$ cat config.mk
export PLATFORM = sky130hd
export DESIGN_NAME = exec_unit_flat
export DESIGN_NICKNAME = d
export VERILOG_FILES = /design/src/rtl/exec_unit_if.sv /design/src/rtl/exec_unit.sv /design/src/flat_wrapper.sv
export SDC_FILE = /design/constraint.sdc
export NUM_CORES = 1
export LEC_CHECK = 0
export BUFFER_PORTS_ARGS = -buffer_cell sky130_fd_sc_hd__buf_2
export CORE_ASPECT_RATIO = 0.5
export CORE_MARGIN = 2
export CORE_UTILIZATION = 40
export DETAILED_ROUTE_END_ITERATION = 8
export GPL_ROUTABILITY_DRIVEN = 0
export PLACE_DENSITY = 0.67
export SYNTH_ARGS = -nofsm -noshare
export SYNTH_HDL_FRONTEND = slang
export SYNTH_SLANG_ARGS = --single-unit
$ cat constraint.sdc
create_clock -name Clk -period 2.73 [get_ports Clk]
set_clock_uncertainty 0.15 [all_clocks]
set_input_delay 0.273 -clock Clk [delete_from_list [all_inputs] [get_ports Clk]]
set_output_delay 0.273 -clock Clk [all_outputs]
set_load 0.05 [all_outputs]
$ cat src/rtl/exec_unit_if.sv
// exec_unit_if: request/operand bundle from the controller and register file, plus the
// write-back bundle and status returned by the execute stage.
interface exec_unit_if #(
    parameter int unsigned W = 8,
    parameter int unsigned A = 3
);
    logic         Start;
    logic [2:0]   Op;
    logic [W-1:0] OperandA;
    logic [W-1:0] OperandB;
    logic [A-1:0] DstAddr;
    logic         Busy;
    logic         Done;
    logic         WrEn;
    logic [A-1:0] WrAddr;
    logic [W-1:0] WrData;
    logic         CarryFlag;
    logic         ZeroFlag;

    // Controller side: issues requests, observes status and write-back.
    modport master (
        output Start, Op, OperandA, OperandB, DstAddr,
        input  Busy, Done, WrEn, WrAddr, WrData, CarryFlag, ZeroFlag
    );

    // Execute-unit side.
    modport slave (
        input  Start, Op, OperandA, OperandB, DstAddr,
        output Busy, Done, WrEn, WrAddr, WrData, CarryFlag, ZeroFlag
    );
endinterface

$ cat src/rtl/exec_unit.sv
// exec_unit: execute stage between register file read and write ports.
// Single-cycle ADD/SUB/AND/OR/XOR, iterative SHL/SHR (1 bit/cycle) and MUL (shift-add, W cycles).
// Write-back (WrEn/WrAddr/WrData) is registered on the edge that leaves the DONE state.
// Optional macro EXEC_FLAGS_EN: when defined, CarryFlag/ZeroFlag are registered; otherwise tied 0.
module exec_unit #(
    parameter int unsigned W = 8,
    parameter int unsigned A = 3
) (
    input  logic       Clk,
    input  logic       Reset,
    exec_unit_if.slave exec_bus
);
    localparam int unsigned SW = $clog2(W);
    localparam int unsigned CW = SW + 1;

    localparam logic [2:0] OpAdd = 3'd0;
    localparam logic [2:0] OpSub = 3'd1;
    localparam logic [2:0] OpAnd = 3'd2;
    localparam logic [2:0] OpOr  = 3'd3;
    localparam logic [2:0] OpXor = 3'd4;
    localparam logic [2:0] OpShl = 3'd5;
    localparam logic [2:0] OpShr = 3'd6;
    localparam logic [2:0] OpMul = 3'd7;

    typedef enum logic [1:0] {StIdle, StShift, StMul, StDone} state_e;

    state_e         r_state;
    state_e         w_state_next;
    logic [2:0]     r_op;
    logic [W-1:0]   r_a;          // operand A; shifted in place for SHL/SHR
    logic [W-1:0]   r_b;
    logic [A-1:0]   r_dst;
    logic [CW-1:0]  r_cnt;        // remaining shift steps or multiplier bits
    logic [2*W-1:0] r_acc;        // {partial product, remaining multiplier bits}
    logic           r_shift_c;    // last bit shifted out
    logic           r_wr_en;
    logic [A-1:0]   r_wr_addr;
    logic [W-1:0]   r_wr_data;

    logic [CW-1:0]  w_shamt;
    logic [W:0]     w_mul_sum;
    logic [2*W-1:0] w_mul_next;
    logic [W-1:0]   w_result;
    logic           w_carry;

    assign w_shamt = {1'b0, exec_bus.OperandB[SW-1:0]};

    // One shift-add step: add multiplicand when the current multiplier LSB is set, shift right.
    assign w_mul_sum  = {1'b0, r_acc[2*W-1:W]} + (r_acc[0] ? {1'b0, r_a} : {(W+1){1'b0}});
    assign w_mul_next = {w_mul_sum, r_acc[W-1:1]};

    // State register.
    always_ff @(posedge Clk) begin
        if (Reset) begin
            r_state <= StIdle;
        end else begin
            r_state <= w_state_next;
        end
    end

    // Next-state decode; Start is only looked at in IDLE.
    always_comb begin
        w_state_next = r_state;
        unique case (r_state)
            StIdle: begin
                if (exec_bus.Start) begin
                    if (exec_bus.Op == OpShl || exec_bus.Op == OpShr) begin
                        w_state_next = (w_shamt == '0) ? StDone : StShift;
                    end else if (exec_bus.Op == OpMul) begin
                        w_state_next = StMul;
                    end else begin
                        w_state_next = StDone;
                    end
                end
            end
            StShift: if (r_cnt == CW'(1)) w_state_next = StDone;
            StMul:   if (r_cnt == CW'(1)) w_state_next = StDone;
            StDone:  w_state_next = StIdle;
            default: w_state_next = StIdle;
        endcase
    end

    // Final result and carry, evaluated while in DONE.
    always_comb begin
        w_result = '0;
        w_carry  = 1'b0;
        case (r_op)
            OpAdd: {w_carry, w_result} = {1'b0, r_a} + {1'b0, r_b};
            OpSub: begin
                w_result = r_a - r_b;
                w_carry  = (r_a < r_b);
            end
            OpAnd: w_result = r_a & r_b;
            OpOr:  w_result = r_a | r_b;
            OpXor: w_result = r_a ^ r_b;
            OpShl, OpShr: begin
                w_result = r_a;
                w_carry  = r_shift_c;
            end
            OpMul: begin
                w_result = r_acc[W-1:0];
                w_carry  = |r_acc[2*W-1:W];
            end
            default: ;
        endcase
    end

    // Operand capture, iterative datapath and registered write-back.
    always_ff @(posedge Clk) begin
        if (Reset) begin
            r_op      <= '0;
            r_a       <= '0;
            r_b       <= '0;
            r_dst     <= '0;
            r_cnt     <= '0;
            r_acc     <= '0;
            r_shift_c <= 1'b0;
            r_wr_en   <= 1'b0;
            r_wr_addr <= '0;
            r_wr_data <= '0;
        end else begin
            r_wr_en <= 1'b0;
            unique case (r_state)
                StIdle: begin
                    if (exec_bus.Start) begin
                        r_op      <= exec_bus.Op;
                        r_a       <= exec_bus.OperandA;
                        r_b       <= exec_bus.OperandB;
                        r_dst     <= exec_bus.DstAddr;
                        r_cnt     <= (exec_bus.Op == OpMul) ? CW'(W) : w_shamt;
                        r_acc     <= {{W{1'b0}}, exec_bus.OperandB};
                        r_shift_c <= 1'b0;
                    end
                end
                StShift: begin
                    if (r_op == OpShl) begin
                        r_shift_c <= r_a[W-1];
                        r_a       <= r_a << 1;
                    end else begin
                        r_shift_c <= r_a[0];
                        r_a       <= r_a >> 1;
                    end
                    r_cnt <= r_cnt - CW'(1);
                end
                StMul: begin
                    r_acc <= w_mul_next;
                    r_cnt <= r_cnt - CW'(1);
                end
                StDone: begin
                    r_wr_en   <= 1'b1;
                    r_wr_addr <= r_dst;
                    r_wr_data <= w_result;
                end
                default: ;
            endcase
        end
    end

`ifdef EXEC_FLAGS_EN
    logic r_carry;
    logic r_zero;

    // Flags update together with the write-back and hold otherwise.
    always_ff @(posedge Clk) begin
        if (Reset) begin
            r_carry <= 1'b0;
            r_zero  <= 1'b0;
        end else if (r_state == StDone) begin
            r_carry <= w_carry;
            r_zero  <= (w_result == '0);
        end
    end

    assign exec_bus.CarryFlag = r_carry;
    assign exec_bus.ZeroFlag  = r_zero;
`else
    logic w_unused_flags;
    assign w_unused_flags     = w_carry;
    assign exec_bus.CarryFlag = 1'b0;
    assign exec_bus.ZeroFlag  = 1'b0;
`endif

    assign exec_bus.Busy   = (r_state != StIdle);
    assign exec_bus.Done   = r_wr_en;
    assign exec_bus.WrEn   = r_wr_en;
    assign exec_bus.WrAddr = r_wr_addr;
    assign exec_bus.WrData = r_wr_data;
endmodule
$ cat src/flat_wrapper.sv
// flat-port wrapper written by rule: the top's interface ports become plain ports
module exec_unit_flat 
#(
    parameter int unsigned W = 8,
    parameter int unsigned A = 3
)
  (Clk, Reset, exec_bus_Start, exec_bus_Op, exec_bus_OperandA, exec_bus_OperandB, exec_bus_DstAddr, exec_bus_Busy, exec_bus_Done, exec_bus_WrEn, exec_bus_WrAddr, exec_bus_WrData, exec_bus_CarryFlag, exec_bus_ZeroFlag);
  exec_unit_if #(.W(W), .A(A)) exec_bus_i ();
  input  logic Clk;
  input  logic Reset;
  input wire logic [$bits(exec_bus_i.Start)-1:0] exec_bus_Start;
  input wire logic [$bits(exec_bus_i.Op)-1:0] exec_bus_Op;
  input wire logic [$bits(exec_bus_i.OperandA)-1:0] exec_bus_OperandA;
  input wire logic [$bits(exec_bus_i.OperandB)-1:0] exec_bus_OperandB;
  input wire logic [$bits(exec_bus_i.DstAddr)-1:0] exec_bus_DstAddr;
  output wire logic [$bits(exec_bus_i.Busy)-1:0] exec_bus_Busy;
  output wire logic [$bits(exec_bus_i.Done)-1:0] exec_bus_Done;
  output wire logic [$bits(exec_bus_i.WrEn)-1:0] exec_bus_WrEn;
  output wire logic [$bits(exec_bus_i.WrAddr)-1:0] exec_bus_WrAddr;
  output wire logic [$bits(exec_bus_i.WrData)-1:0] exec_bus_WrData;
  output wire logic [$bits(exec_bus_i.CarryFlag)-1:0] exec_bus_CarryFlag;
  output wire logic [$bits(exec_bus_i.ZeroFlag)-1:0] exec_bus_ZeroFlag;
  assign exec_bus_i.Start = exec_bus_Start;
  assign exec_bus_i.Op = exec_bus_Op;
  assign exec_bus_i.OperandA = exec_bus_OperandA;
  assign exec_bus_i.OperandB = exec_bus_OperandB;
  assign exec_bus_i.DstAddr = exec_bus_DstAddr;
  assign exec_bus_Busy = exec_bus_i.Busy;
  assign exec_bus_Done = exec_bus_i.Done;
  assign exec_bus_WrEn = exec_bus_i.WrEn;
  assign exec_bus_WrAddr = exec_bus_i.WrAddr;
  assign exec_bus_WrData = exec_bus_i.WrData;
  assign exec_bus_CarryFlag = exec_bus_i.CarryFlag;
  assign exec_bus_ZeroFlag = exec_bus_i.ZeroFlag;
  exec_unit #(.W(W), .A(A)) u_core (.Clk(Clk), .Reset(Reset), .exec_bus(exec_bus_i));
endmodule
==> out/results.txt <==
CP required - 2800 ps
Max Cap Violations - 0
Yosys reg bits - 56
Final hold violations - 0
Share of post-route cells with drive strength above 1 - 14.4%
Slew @ Worst Pin - 543 ps
Leakage - 1.91 nW
Detailed Route Iter0 Violations - 231
Num CTS Buffers - 5
Period minus WS final - 2630 ps
DP Area - 4350 sq um
Placed insts - 665
Post-DRT Antenna Nets - 0
First-pass GRT wire length - 16,300 um
CTS clk-pin slew, worst paths - 70 ps
Ports - 41
Core footprint - 9570 sq um
H-tree depth - 2
Num rows - 25
Post-route cell area - 4530 sq um
Register area share after synthesis - 28.0%
Port buffer count - 38
YS warnings - 0
Synth unique cells - 59
Die height - 74.8 um
DIE AREA - 10,900 sq um
Sinks on Clock Net - 56
CP Data Arrival Time - 2700 ps
Avg Inst Size Synth - 7.95 sq um
Final WL - 10,000 um
Post-Place Worst Slack - 111 ps
EDFF count, synth - 0
CTS tree - done
Area Overhead vs Synth - 13.0%
Critical Path Start - u_core.r_b[0]$_SDFFE_PP0P_
Initial Util - 41.8%
Vias in the first global route - 3,229
RR Startpoint - u_core.r_b[0]$_SDFFE_PP0P_
Max-slew violations - 0
Crit Path Max Fanout - 6
Worst VDD drop - 0.000370 V
Async set-reset flop share out of synthesis - 0%
DRC - 0
DR WL/cell - 14.8 um
Post-DP HPWL - 7540 um
Post-Layout Cell Count - 675
Total congestion overflow - 0
Relative slew slack - 63.5%
Status - finished clean
Period utilization - 96.2%
Cell area after synthesis - 4010 sq um
Clock latency on the worst-skew pair - 300 ps
Worst Path Class, Setup - flip-flop to flip-flop
Main synth FF type - dfxtp_1
Initial antenna violation count - 0
Via Count - 3,611
Final setup viols - 0
Maximum clock frequency - 0.381 GHz
DRT Pass-1 Iters - 6
Worst min path class - input pin to flip-flop
Hold_buf cts - 0
Final #Nets - 604
Drt via density - 5.35
Setup crit end kind - flip-flop
Synthesized instance count - 504
Hold wc startpoint - exec_bus_DstAddr[0]
Clock buffer depth - 2
Setup TNS - 0 ps
CTS root buf - clkbuf_16
Min Hold Slack - 61.8 ps
Fillers - 985
Die X-Extent - 146 um
Final worst slack - 103 ps
Largest net degree at the start of global routing - 39
CP Launch Type - flip-flop
Total GRT Usage - 18.8%
Diodes inserted - 0
Total power per unit cell area - 974 nW/um^2
## cells by family after synthesis
kind of cell,Yosys count,synth area share [%]
and+or+nand+nor,157,17.9
muxes,33,8.31
AOI/OAI and AO/OA,140,23.2
xor gates and xnor gates,12,2.62
DFF,56,28.0
adders and majority gates,40,12.9
buffers and inverters,65,7.03
other,1,0.0936
## synth_stat cells (all sizes together) (4+ instances only)
cell type | count | area share (%)
xnor2 | 8 | 1.7
a22oi | 6 | 1.1
nor3 | 6 | 0.75
o211ai | 6 | 1.1
o21ai | 21 | 2.6
nor2b | 8 | 1.2
nand3 | 5 | 0.62
mux2i | 31 | 7.7
a21oi | 41 | 5.2
a31oi | 6 | 0.94
xor2 | 4 | 0.87
ha | 38 | 12
nand2 | 52 | 4.9
and2 | 9 | 1.4
dfxtp | 56 | 28
nand2b | 4 | 0.62
buf | 19 | 2.7
a211oi | 30 | 5.7
nor2 | 60 | 5.7
inv | 35 | 3.3
nor3b | 4 | 1.0
clkbuf | 11 | 1.0
## flip-flops by register name, summed over array words and instances (netlist names)
signal,cells
u_core.r_acc,16
u_core.exec_bus.WrData,8
u_core.r_a,8
u_core.r_b,8
u_core.r_cnt,4
u_core.exec_bus.WrAddr,3
u_core.r_dst,3
u_core.r_op,3
u_core.r_state,2
u_core.exec_bus.Done,1
## worst max-delay path, stage by stage, from the launching register on
cell	delay, ps
dfxtp_2	380
inv_1	80
ha_1	200
and3_1	190
a21oi_1	160
xnor2_1	90
ha_1	380
or4b_1	540
a21oi_1	130
a21oi_1	70
a211oi_2	200
## routing by layer
metal  global-route usage [%]  part of all wire, %
met4                     4.25                  1.2
met1                     26.8                   53
met2                     30.3                   42
met3                     3.33                  4.2
met5                        0                    0
## worst paths after layout
kind                                                          endpoint  slack [ps]  depth (start not counted)
worst max-delay path            u_core.exec_bus.WrData[6]$_SDFFE_PP0P_         100                         10
worst min-delay path                      u_core.r_dst[0]$_SDFFE_PP0P_          60                          3
worst max register to register  u_core.exec_bus.WrData[6]$_SDFFE_PP0P_         100                         10
worst min register to register            u_core.r_dst[0]$_SDFFE_PP0P_         310                          2
## cell type report
| type | instances | area (sq um) | share of cell area [%] |
|---|---|---|---|
| Sequential cell | 56 | 1120 | 24.8 |
| Timing Repair Buffer | 57 | 333 | 7.35 |
| Inverter | 35 | 131 | 2.90 |
| Clock buffer | 6 | 139 | 3.07 |
| Clock inverter | 2 | 10.0 | 0.221 |
| Tap cell | 135 | 169 | 3.73 |
| Multi-Input combinational cell | 384 | 2620 | 57.9 |
## power breakdown
part	total (mW)	internal [mW]	switching, mW
logic	2.50	1.05	1.45
registers	1.25	1.01	0.235
clock network	0.667	0.363	0.304
total	4.41	2.42	1.99
## timing repair
item / CTS / global route
hold endpoints to repair: 0 / 0
buffers inserted: 0 / 2
endpoints found under the setup margin: 0 / 2
resized for setup: 0 / 7
## cells in the final DEF, fill, tap and decap left out, drive strengths merged, types with 2 or more instances in the layout
master / Yosys / routed
nand2b: 4 / 4
o211ai: 6 / 6
a221oi: 2 / 2
a31oi: 6 / 6
nor3: 6 / 6
o21a: 3 / 3
and2: 9 / 9
nand2: 52 / 52
buf: 19 / 57
a211o: 2 / 2
nor2b: 8 / 8
a22oi: 6 / 6
dfxtp: 56 / 56
nor2: 60 / 60
nand3: 5 / 5
conb: 1 / 2
mux2: 2 / 2
a41oi: 2 / 2
o22ai: 2 / 2
a2bb2oi: 2 / 2
a211oi: 30 / 30
a21oi: 41 / 41
o221ai: 3 / 3
a21o: 3 / 3
xnor2: 8 / 8
clkinv: 0 / 2
mux2i: 31 / 31
o21ai: 21 / 21
ha: 38 / 38
inv: 35 / 35
and3: 2 / 2
or3: 2 / 2
xor2: 4 / 4
fa: 2 / 2
nor3b: 4 / 4
clkbuf: 11 / 6
## stage by stage
stage / utilization [%] / total power, mW
after floorplan: - / 3.06
after global routing: 47.3 / 4.78
after detailed placement: 45.4 / 3.65
after global placement: 45.4 / 3.62
final: 47.3 / 4.41
after CTS: 47.0 / 4.33
Note: power is estimated with default switching activity, not from simulation.
